**config.mk**
```make
export PLATFORM = sky130hd
export DESIGN_NAME = mem_bus_arbiter
export DESIGN_NICKNAME = d
export VERILOG_FILES = /design/src/rtl/mem_bus_arbiter.sv
export SDC_FILE = /design/constraint.sdc
export NUM_CORES = 1
export LEC_CHECK = 0
export ABC_AREA = 1
export ABC_CLOCK_PERIOD_IN_PS = 3150
export BUFFER_PORTS_ARGS = -buffer_cell sky130_fd_sc_hd__clkbuf_2
export CAP_MARGIN = 10
export CORE_MARGIN = 3
export CORE_UTILIZATION = 30
export CTS_BUF_LIST = sky130_fd_sc_hd__clkbuf_16
export DETAILED_ROUTE_END_ITERATION = 10
export GPL_TIMING_DRIVEN = 1
export MAX_ROUTING_LAYER = met4
export SYNTH_ARGS = -nofsm -noshare
export SYNTH_HDL_FRONTEND = slang
export SYNTH_SLANG_ARGS = --single-unit
export TNS_END_PERCENT = 50
```
**constraint.sdc**
```tcl
create_clock -name clk -period 3.15 [get_ports clk]
set_input_delay 0.63 -clock clk [delete_from_list [all_inputs] [get_ports clk]]
set_output_delay 0.63 -clock clk [all_outputs]
set_load 0.02 [all_outputs]
```
**src/rtl/mem_bus_arbiter.sv**
```systemverilog
// mem_bus_arbiter: shares the single-port instruction/data memory of
// cpu_riscv_min_sopc between the fetch stage (IF) and the load/store stage
// (DM). One memory transaction runs at a time; IDLE grants are registered.
// DM wins by default, but IF is forced in after STARVE_MAX consecutive DM
// grants taken while IF was waiting.
// Optional build macro ARB_TIMEOUT_EN adds a memory-ready watchdog that
// abandons a stuck transaction after TIMEOUT busy cycles and pulses bus_err.
module mem_bus_arbiter #(
  parameter int ADDR_W     = 32,
  parameter int DATA_W     = 32,
  parameter int STARVE_MAX = 4,
  parameter int TIMEOUT    = 64
) (
  input  logic              clk,
  input  logic              rst,
  // instruction-fetch master
  input  logic              if_req,
  input  logic [ADDR_W-1:0] if_addr,
  output logic [DATA_W-1:0] if_rdata,
  output logic              if_ack,
  // load/store master
  input  logic              dm_req,
  input  logic              dm_we,
  input  logic [3:0]        dm_sel,
  input  logic [ADDR_W-1:0] dm_addr,
  input  logic [DATA_W-1:0] dm_wdata,
  output logic [DATA_W-1:0] dm_rdata,
  output logic              dm_ack,
  // memory side
  output logic              mem_ce,
  output logic              mem_we,
  output logic [3:0]        mem_sel,
  output logic [ADDR_W-1:0] mem_addr,
  output logic [DATA_W-1:0] mem_wdata,
  input  logic [DATA_W-1:0] mem_rdata,
  input  logic              mem_ready,
  // pipeline control
  output logic              stall_req,
  output logic              bus_err
);

  typedef enum logic [1:0] {
    IDLE    = 2'd0,
    IF_BUSY = 2'd1,
    DM_BUSY = 2'd2
  } state_t;

  localparam logic [3:0] STARVE_LIM = 4'(STARVE_MAX);

  state_t     state;
  state_t     state_nxt;
  logic [3:0] starve_cnt;
  logic       grant_dm;
  logic       grant_if;
  logic       busy_done;
  logic       wd_expire;

  // State register
  always_ff @(posedge clk) begin
    if (rst) begin
      state <= IDLE;
    end else begin
      state <= state_nxt;
    end
  end

  // Next-state: arbitrate in IDLE, leave BUSY on ready or watchdog expiry
  always_comb begin
    grant_dm  = dm_req && (!if_req || (starve_cnt < STARVE_LIM));
    grant_if  = if_req && !grant_dm;
    busy_done = mem_ready || wd_expire;
    state_nxt = state;
    case (state)
      IDLE: begin
        if (grant_dm) begin
          state_nxt = DM_BUSY;
        end else if (grant_if) begin
          state_nxt = IF_BUSY;
        end
      end
      IF_BUSY, DM_BUSY: begin
        if (busy_done) begin
          state_nxt = IDLE;
        end
      end
      default: state_nxt = IDLE;
    endcase
  end

  // Output decode: strobe follows ownership, stall while any request is unanswered
  always_comb begin
    mem_ce    = (state != IDLE);
    stall_req = (if_req && !if_ack) || (dm_req && !dm_ack);
  end

  // Datapath: latch the granted request, count DM-over-IF grants, return read data
  always_ff @(posedge clk) begin
    if (rst) begin
      mem_we     <= 1'b0;
      mem_sel    <= '0;
      mem_addr   <= '0;
      mem_wdata  <= '0;
      if_rdata   <= '0;
      dm_rdata   <= '0;
      if_ack     <= 1'b0;
      dm_ack     <= 1'b0;
      starve_cnt <= '0;
    end else begin
      if_ack <= 1'b0;
      dm_ack <= 1'b0;
      case (state)
        IDLE: begin
          if (grant_dm) begin
            mem_we    <= dm_we;
            mem_sel   <= dm_sel;
            mem_addr  <= dm_addr;
            mem_wdata <= dm_wdata;
            if (if_req && (starve_cnt != 4'hF)) begin
              starve_cnt <= starve_cnt + 4'd1;
            end
          end else if (grant_if) begin
            mem_we     <= 1'b0;
            mem_sel    <= '1;
            mem_addr   <= if_addr;
            mem_wdata  <= '0;
            starve_cnt <= '0;
          end
        end
        IF_BUSY: begin
          if (mem_ready) begin
            if_ack   <= 1'b1;
            if_rdata <= mem_rdata;
          end else if (wd_expire) begin
            if_ack   <= 1'b1;
            if_rdata <= '0;
          end
        end
        DM_BUSY: begin
          if (mem_ready) begin
            dm_ack   <= 1'b1;
            dm_rdata <= mem_we ? '0 : mem_rdata;
          end else if (wd_expire) begin
            dm_ack   <= 1'b1;
            dm_rdata <= '0;
          end
        end
        default: begin
          if_ack <= 1'b0;
          dm_ack <= 1'b0;
        end
      endcase
    end
  end

`ifdef ARB_TIMEOUT_EN
  localparam logic [7:0] WD_LAST = 8'(TIMEOUT - 1);

  logic [7:0] wd_cnt;

  // Expiry fires on the TIMEOUT-th busy cycle when ready is still low
  assign wd_expire = (state != IDLE) && !mem_ready && (wd_cnt == WD_LAST);

  // Watchdog: held at zero in IDLE, counts busy cycles, flags the abandon cycle
  always_ff @(posedge clk) begin
    if (rst) begin
      wd_cnt  <= '0;
      bus_err <= 1'b0;
    end else begin
      bus_err <= 1'b0;
      if (state == IDLE) begin
        wd_cnt <= '0;
      end else begin
        wd_cnt <= wd_cnt + 8'd1;
        if (wd_expire) begin
          bus_err <= 1'b1;
        end
      end
    end
  end
`else
  // No watchdog: a busy state waits for mem_ready indefinitely.
  assign wd_expire = 1'b0;
  assign bus_err   = 1'b0 & (TIMEOUT == 0);
`endif

endmodule

```
== Word-level counts from Yosys, hierarchy flattened ==
Cells that the tools add are included.

* Register bits: 141
* Output and inout port bits: 138
* Word-level logic and storage cells: 59

* $add $sub $neg: 1
* $lt $le $gt $ge: 1
* Equality and inequality tests: 6
* Multiplexer cells: 17
* Bitwise gates (word level): 2
* Reductions and logical operators: 22

{| class="wikitable"
|+ Operators with widths
! cell !! count
|-
| two-way mux 32 bit || 5
|-
| two-way mux 4 bit || 5
|-
| AND reduction 2 bit || 4
|-
| two-way mux 2 bit || 3
|-
| OR reduction 2 bit || 3
|-
| logical AND 1 bit || 5
|-
| adder 4 x 1 -> 4 bit, second input constant || 1
|-
| zero test 1 bit || 4
|-
| less-than comparator 4 x 3 -> 1 bit, second input constant || 1
|-
| inequality test 4 bit, second input constant || 1
|-
| one-hot mux 2 bit (2 select lines) || 1
|-
| nonzero test 2 bit || 2
|-
| two-way mux 1 bit || 3
|-
| inequality test 3 bit, second input constant || 1
|-
| AND reduction 3 bit || 1
|-
| == test 2 x 1 -> 1 bit, second input constant || 1
|-
| == test 2 bit, second input constant || 1
|-
| zero test 2 bit || 1
|-
| logical OR 1 bit || 2
|-
| inequality test 2 x 1 -> 1 bit, second input constant || 1
|-
| inequality test 2 bit, second input constant || 1
|-
| inverter 1 bit || 2
|}

== Longest topological paths before layout ==
Gate-level depths: netlist of run 1.

* Depth in word-level cells: 8
* Mapped depth: 11
* Gate-level depth less buffers: 8

== Least setup slack after synthesis of run 1 ==
No wires, ideal clock.

* Kind: in2out
* Start point: input dm_req
* End point: output stall_req
* Arrival time: 1155 ps
* Data required time: 2520 ps
* Slack: 1365 ps
* Stages: 3
* Path through: buf_4 inv_2 o22ai_1

* Word-level cells in the longest chain between the ends: 2

{| class="wikitable"
|+ RTL lines
! element !! line !! RTL
|-
| from (decl) || 22 || <nowiki>input logic dm_req,</nowiki>
|-
| logical AND 1 bit || 93 || <nowiki>stall_req = (if_req && !if_ack) || (dm_req && !dm_ack);</nowiki>
|-
| logical OR 1 bit || 93 ||
|-
| to (decl) || 38 || <nowiki>output logic stall_req,</nowiki>
|}

Every way passes these cells.

== Final worst setup path of run 1 ==
* Start point: register state[0]
* End point: output mem_ce

* Word-level cells in the longest chain between the ends: 1

{| class="wikitable"
|+ RTL lines
! element !! line !! RTL
|-
| from (decl) || 50 || <nowiki>state_t state;</nowiki>
|-
| from (signal assigned) || 63 || <nowiki>state <= state_nxt;</nowiki>
|-
| nonzero test 2 bit || 92 || <nowiki>mem_ce = (state != IDLE);</nowiki>
|-
| to (decl) || 30 || <nowiki>output logic mem_ce,</nowiki>
|}

Every way passes these cells.

==> results of run 1 <==
-- metrics by stage --
stage | instances | instance area (um2) | utilization, % | power [W]
finish | 1235 | 7720 | 42.7 | 0.00509
global route | 1235 | 7720 | 42.7 | 0.00534
CTS | 1235 | 7720 | 42.7 | 0.00516
detailed placement | 1203 | 7050 | 39.0 | 0.00287
global placement | 1203 | 7050 | 39.0 | 0.00287
floorplan | 746 | 5550 | - | 0.00256
-- final cells by class --
| cell class | instances | area (um2) | share of cell area [%] |
|---|---|---|---|
| inverter | 46 | 173 | 2.24 |
| clock inverter | 15 | 243 | 3.15 |
| sequential | 141 | 2820 | 36.6 |
| multi-input combinational | 500 | 2280 | 29.6 |
| timing repair buffer | 287 | 1480 | 19.2 |
| tap | 229 | 287 | 3.71 |
| clock buffer | 17 | 425 | 5.51 |
-- where the power goes --
part,internal [W],switching [W],total (W)
logic,0.000283,0.000563,0.000847
registers,0.00191,0.0000657,0.00198
clock network,0.00148,0.000781,0.00227
total,0.00368,0.00141,0.00509
-- cell usage after synthesis --
cell type,number
a21oi_1,37
buf_1,6
buf_2,13
buf_4,7
buf_6,2
clkbuf_1,31
conb_1,1
dfxtp_1,141
ha_1,4
inv_1,44
inv_2,2
nand2_1,176
nand2_4,1
nand3_1,130
nand4_1,32
nor2_1,77
nor2_4,1
o21ai_0,38
o21ai_1,1
o21ai_4,1
o22ai_1,1
-- critical path, delay by kind of cell, from the launching register on --
| kind | cells | cell delay (ns) |
|---|---|---|
| fa+ha+maj | 1 | 0.19 |
| buf+inv | 4 | 0.71 |
| flops | 1 | 0.36 |
-- flip-flops by register name (all words and copies together), names as in the netlist --
signal / flops
dm_rdata: 32
if_rdata: 32
mem_addr: 32
mem_wdata: 32
mem_sel: 4
starve_cnt: 4
state: 2
dm_ack: 1
if_ack: 1
mem_we: 1
-- logic make-up (layout without fill, tap and decap cells) --
kind of cell	Yosys count	count (layout)	synth area share, %
AND/OR/NAND/NOR	417	417	32.8
flip-flops	141	141	50.8
other	1	1	0.0675
adder cells (fa/ha/maj)	4	4	0.901
buffers and inverters	105	365	8.13
AO/OA/AOI/OAI	78	78	7.25
-- worst paths after layout --
kind / end / cells after the start / slack [ns] / start
worst max-delay path: mem_ce / 5 / 0.84 / state[0]
worst min-delay path: mem_sel[3] / 3 / 0.43 / dm_sel[3]
worst max register to register: mem_addr[6] / 9 / 1.18 / state[0]
worst min register to register: mem_wdata[26] / 2 / 0.46 / mem_wdata[26]
-- layer usage --
metal  up-vias  track usage, %
met5         -               -
met4         0            4.29
met3        13            5.04
met2       246            28.0
met1      2612            21.3
li1       2935               -
-- layout by cell type (no fill, tap or decap), drive strengths merged --
cell type  instances
nand2            177
a21oi             37
clkinvlp           2
o21ai             40
conb               1
dfxtp            141
ha                 4
nor2              78
clkbuf           291
o22ai              1
buf               13
bufinv             6
clkinv             4
nand3            130
nand4             32
inv               49
==> impl_metrics.py, run 1 <==
metrics = {
    "global_route": {
        "grt_pass1_vias": 5439,
        "grt_pass1_wl_um": 27500,
        "grt_use_total_pct": 17.3,
        "grt_remaining_overflow": 0,
        "grt_max_degree": 66,
        "antenna_found_initial": 0,
    },
    "placement": {
        "hpwl_um": 11900,
        "gp_congestion": 0.852,
        "numPortBuffers": 274,
        "pre_cts_slack_ns": 1.12,
    },
    "synth": {
        "synth_top_area_share_pct": 50.8,
        "synthesis.nets": 888,
        "ys_seq_elements": 141,
        "synth_seq_area_share_pct": 50.8,
        "syn_inst": 746,
        "syn_avg_cell_area_um2": 7.45,
        "synth_top_area_cell": "dfxtp_1",
        "ys_warn_count": 0,
        "synth.top_cells.by_area": "dfxtp_1, nand2_1, nand3_1, nor2_1, nand4_1",
        "synth.cell_area_um2": 5550,
        "yosysUniqueCellTypes": 21,
    },
    "detailed_routing": {
        "drc": 0,
        "wl_um": 17600,
        "antenna_left": 0,
        "dr_wl_met2_um": 8480,
        "dr.first_iter.drc_count": 299,
        "topRoutingLayerUsed": "met4",
        "vias": 5806,
        "viasPerCell": 4.70,
        "wire_per_inst_um": 14.2,
        "dr_wl_met3_um": 1510,
        "first_pass_iters": 6,
        "wl_met1_um": 7420,
    },
    "setup_path": {
        "worst_path_max_delay_cell": "dfxtp_1",
        "crit_type": "reg -> out",
        "end_kind": "primary output",
        "worstPathCellList": "inv_1 -> ha_1 -> buf_4 -> inv_1 -> clkbuf_2",
        "crit_path_start_kind": "flop",
        "cp.arrival_ns": 1.68,
        "cpPeakStageDelay_ns": 0.36,
        "cpMostUsedCell": "inv_1",
        "crit_fanout": 35,
        "worstPathRequired_ns": 2.52,
    },
    "clock_tree": {
        "clock-sinks": 141,
        "cts_tree": "built",
        "cts_buffers": 17,
        "clock_latency_ns": 0.42,
        "post-cts-setup-buffer-count": 0,
        "htreeDepth": 4,
        "clkTransAtPathRegs_ns": 0.06,
        "hold_buffers": 0,
        "cts.path.max_buffers": 2,
        "cts-resized-gates": 0,
        "root_buffer": "clkbuf_16",
    },
    "layout": {
        "nets": 1135,
        "diodes": 0,
        "filler_cell_count": 1859,
        "syn_to_final_growth_pct": 38.9,
        "drive_above_1_share_pct": 32.3,
    },
    "floorplan": {
        "die_h_um": 142,
        "fp.dieArea_um2": 20200,
        "num_io_pins": 276,
        "core_um2": 18100,
        "rows": 49,
        "die_w_um": 142,
        "initial_core_util_pct": 30.7,
    },
    "power": {
        "ir_drop_uv": 368,
        "p_leak_nw": 3.99,
        "p_per_area_nw_per_um2": 660,
    },
    "sta": {
        "holdWs_ns": 0.428,
        "slew_headroom_pct": 39.0,
        "period_minus_slack_ns": 2.31,
        "skew_ns": 0.00919,
        "fin_ws_ns": 0.835,
        "setup_violations": 0,
        "slew_viol_final": 0,
        "tns_ns": 0,
        "fin_crit_sh_pct": 73.5,
        "rsz0062_at_grt": "false",
        "worst_pin_slew_ns": 0.912,
        "fmax_ghz": 0.432,
        "finalHoldViolations": 0,
    },
    "worst_hold_path": {
        "hold_path.class": "in -> reg",
    },
    "flow_run": {
        "drv_cap": 0,
    },
    "run_status": {
        "status": "finished clean",
    },
}
(Power assumes the default switching activity.)
==> run 2, diff against run 1 <==
--- a/config.mk
+++ b/config.mk
@@ -6,7 +6,7 @@
 export NUM_CORES = 1
 export LEC_CHECK = 0
 export ABC_AREA = 1
-export ABC_CLOCK_PERIOD_IN_PS = 3150
+export ABC_CLOCK_PERIOD_IN_PS = 2100
 export BUFFER_PORTS_ARGS = -buffer_cell sky130_fd_sc_hd__clkbuf_2
 export CAP_MARGIN = 10
 export CORE_MARGIN = 3
==> constraint.sdc (replaced) <==
create_clock -name clk -period 2.1 [get_ports clk]
set_input_delay 0.42 -clock clk [delete_from_list [all_inputs] [get_ports clk]]
set_output_delay 0.42 -clock clk [all_outputs]
set_load 0.02 [all_outputs]
==> run 2 against run 1 <==
Effect of this change:
- sequential share of layout area is essentially flat
- clock power grew 34%
- critical path depth shrank 1
- setup slack lost 0.59 ns
- clock-buffer cell count is the same
- sequential power grew 50%
- worst hold slack lost 0.21 ns
- design area is essentially flat
- highest routed layer unchanged
- die area is the same
==> impl_metrics.py, run 2 (synthesis results as in run 1) <==
metrics = {
    "sta": {
        "fin_ws_ns": 0.242,
        "finalHoldViolations": 0,
        "setup_violations": 0,
        "skew_ns": 0.0118,
        "fin_crit_sh_pct": 88.5,
        "period_minus_slack_ns": 1.86,
        "rsz0062_at_grt": "false",
        "tns_ns": 0,
        "fmax_ghz": 0.538,
        "slew_viol_final": 0,
    },
    "floorplan": {
        "num_io_pins": 276,
        "die_w_um": 142,
        "die_h_um": 142,
        "core_um2": 18100,
        "rows": 49,
        "fp.dieArea_um2": 20200,
        "initial_core_util_pct": 30.7,
    },
    "power": {
        "power_w": 0.00733,
        "p_leak_nw": 3.99,
        "ir_drop_uv": 519,
        "p_per_area_nw_per_um2": 950,
    },
    "layout": {
        "final_common_cell": "clkbuf_2",
        "nets": 1138,
        "final_cell_mix": "clkbuf_2, nand2_1, dfxtp_1",
        "post-route-util_pct": 42.7,
        "fin_area_um2": 7720,
        "diodes": 0,
        "syn_to_final_growth_pct": 39.0,
        "drive_above_1_share_pct": 32.6,
    },
    "setup_path": {
        "crit_path_start_kind": "flop",
        "reg2reg_slack_ns": 0.54,
        "r2r_start": "state[0]",
        "cpPeakStageDelay_ns": 0.35,
        "crit_fanout": 3,
        "cp.arrival_ns": 1.44,
        "worstReg2RegEnd": "starve_cnt[0]",
        "crit_start": "state[0]",
        "crit_type": "reg -> out",
        "cpMostUsedCell": "inv_1",
        "worst_path_max_delay_cell": "dfxtp_1",
        "end_kind": "primary output",
        "worstPathRequired_ns": 1.68,
        "worstPathCellList": "inv_1 -> ha_1 -> inv_1 -> clkbuf_2",
        "reg2regPathDepth": 8,
    },
    "clock_tree": {
        "clkTransAtPathRegs_ns": 0.06,
        "hold_buffers": 0,
        "cts-resized-gates": 0,
        "clock-sinks": 141,
        "post-cts-setup-buffer-count": 0,
        "cts.path.max_buffers": 2,
        "root_buffer": "clkbuf_16",
        "htreeDepth": 4,
        "cts_tree": "built",
        "cts_buffers": 17,
        "clock_latency_ns": 0.42,
    },
    "placement": {
        "hpwl_um": 12200,
        "numPortBuffers": 274,
        "gp_congestion": 0.811,
        "place_area_um2": 7120,
        "pre_cts_slack_ns": 0.505,
    },
    "detailed_routing": {
        "wire_per_inst_um": 14.4,
        "dr.first_iter.drc_count": 305,
        "viasPerCell": 4.70,
        "antenna_left": 0,
        "wl_um": 17800,
        "first_pass_iters": 4,
        "drc": 0,
        "vias": 5816,
    },
    "worst_hold_path": {
        "hold_path.class": "in -> reg",
        "hold_path_depth": 3,
        "holdCritStartpoint": "dm_sel[3]",
        "min_to": "mem_sel[3]",
    },
    "global_route": {
        "grt_pass1_vias": 5462,
        "grt_max_degree": 66,
        "antenna_found_initial": 0,
        "grt_remaining_overflow": 0,
        "grt_use_total_pct": 17.7,
        "grt_pass1_wl_um": 27800,
    },
    "flow_run": {
        "drv_cap": 0,
    },
    "run_status": {
        "status": "finished clean",
    },
}
[run 2: metrics by stage]
stage	cells	hold WS [ns]
3_3_place_gp	1206	0.452
4_1_cts	1238	0.197
2_1_floorplan	746	0.454
6_report	1238	0.217
3_5_place_dp	1206	0.455
5_1_grt	1238	0.210
[run 2: worst max-delay path by stage]
| stage | end | cells past startpoint |
|---|---|---|
| 6_report | mem_ce | 4 |
| 5_1_grt | mem_ce | 4 |
| 4_1_cts | mem_ce | 4 |
| 3_5_place_dp | mem_addr[14] | 10 |
| 3_3_place_gp | mem_sel[3] | 8 |
| 2_1_floorplan | mem_sel[3] | 11 |
[run 2: report_power, final]
group	leakage, nW	total [W]	switching [W]	internal, W
Clock	0.287	0.00305	0.00119	0.00186
Sequential	1.15	0.00297	0.000102	0.00287
Combinational	2.55	0.00131	0.000851	0.000458
[run 2: routing by layer]
layer | GRT usage, % | vias to the layer above | wire length, um
li1 | - | 2931 | -
met1 | 20.7 | 2625 | 7450
met2 | 28.9 | 240 | 8640
met3 | 5.91 | 20 | 1480
met4 | 5.35 | 0 | 269
met5 | - | - | 0
[run 2: cell type report]
type                            count  area [um2]
Multi-Input combinational cell    500        2280
Tap cell                          229         287
Timing Repair Buffer              290        1550
Sequential cell                   141        2820
Clock buffer                       17         425
Clock inverter                     15         171
Inverter                           46         173
Fill cell                        1905       10400
[run 2: worst max-delay path: cells and delay by family, from the launching register on]
kind       cells  cell delay [ns]
buf+inv        3             0.43
flops          1             0.35
fa+ha+maj      1             0.24
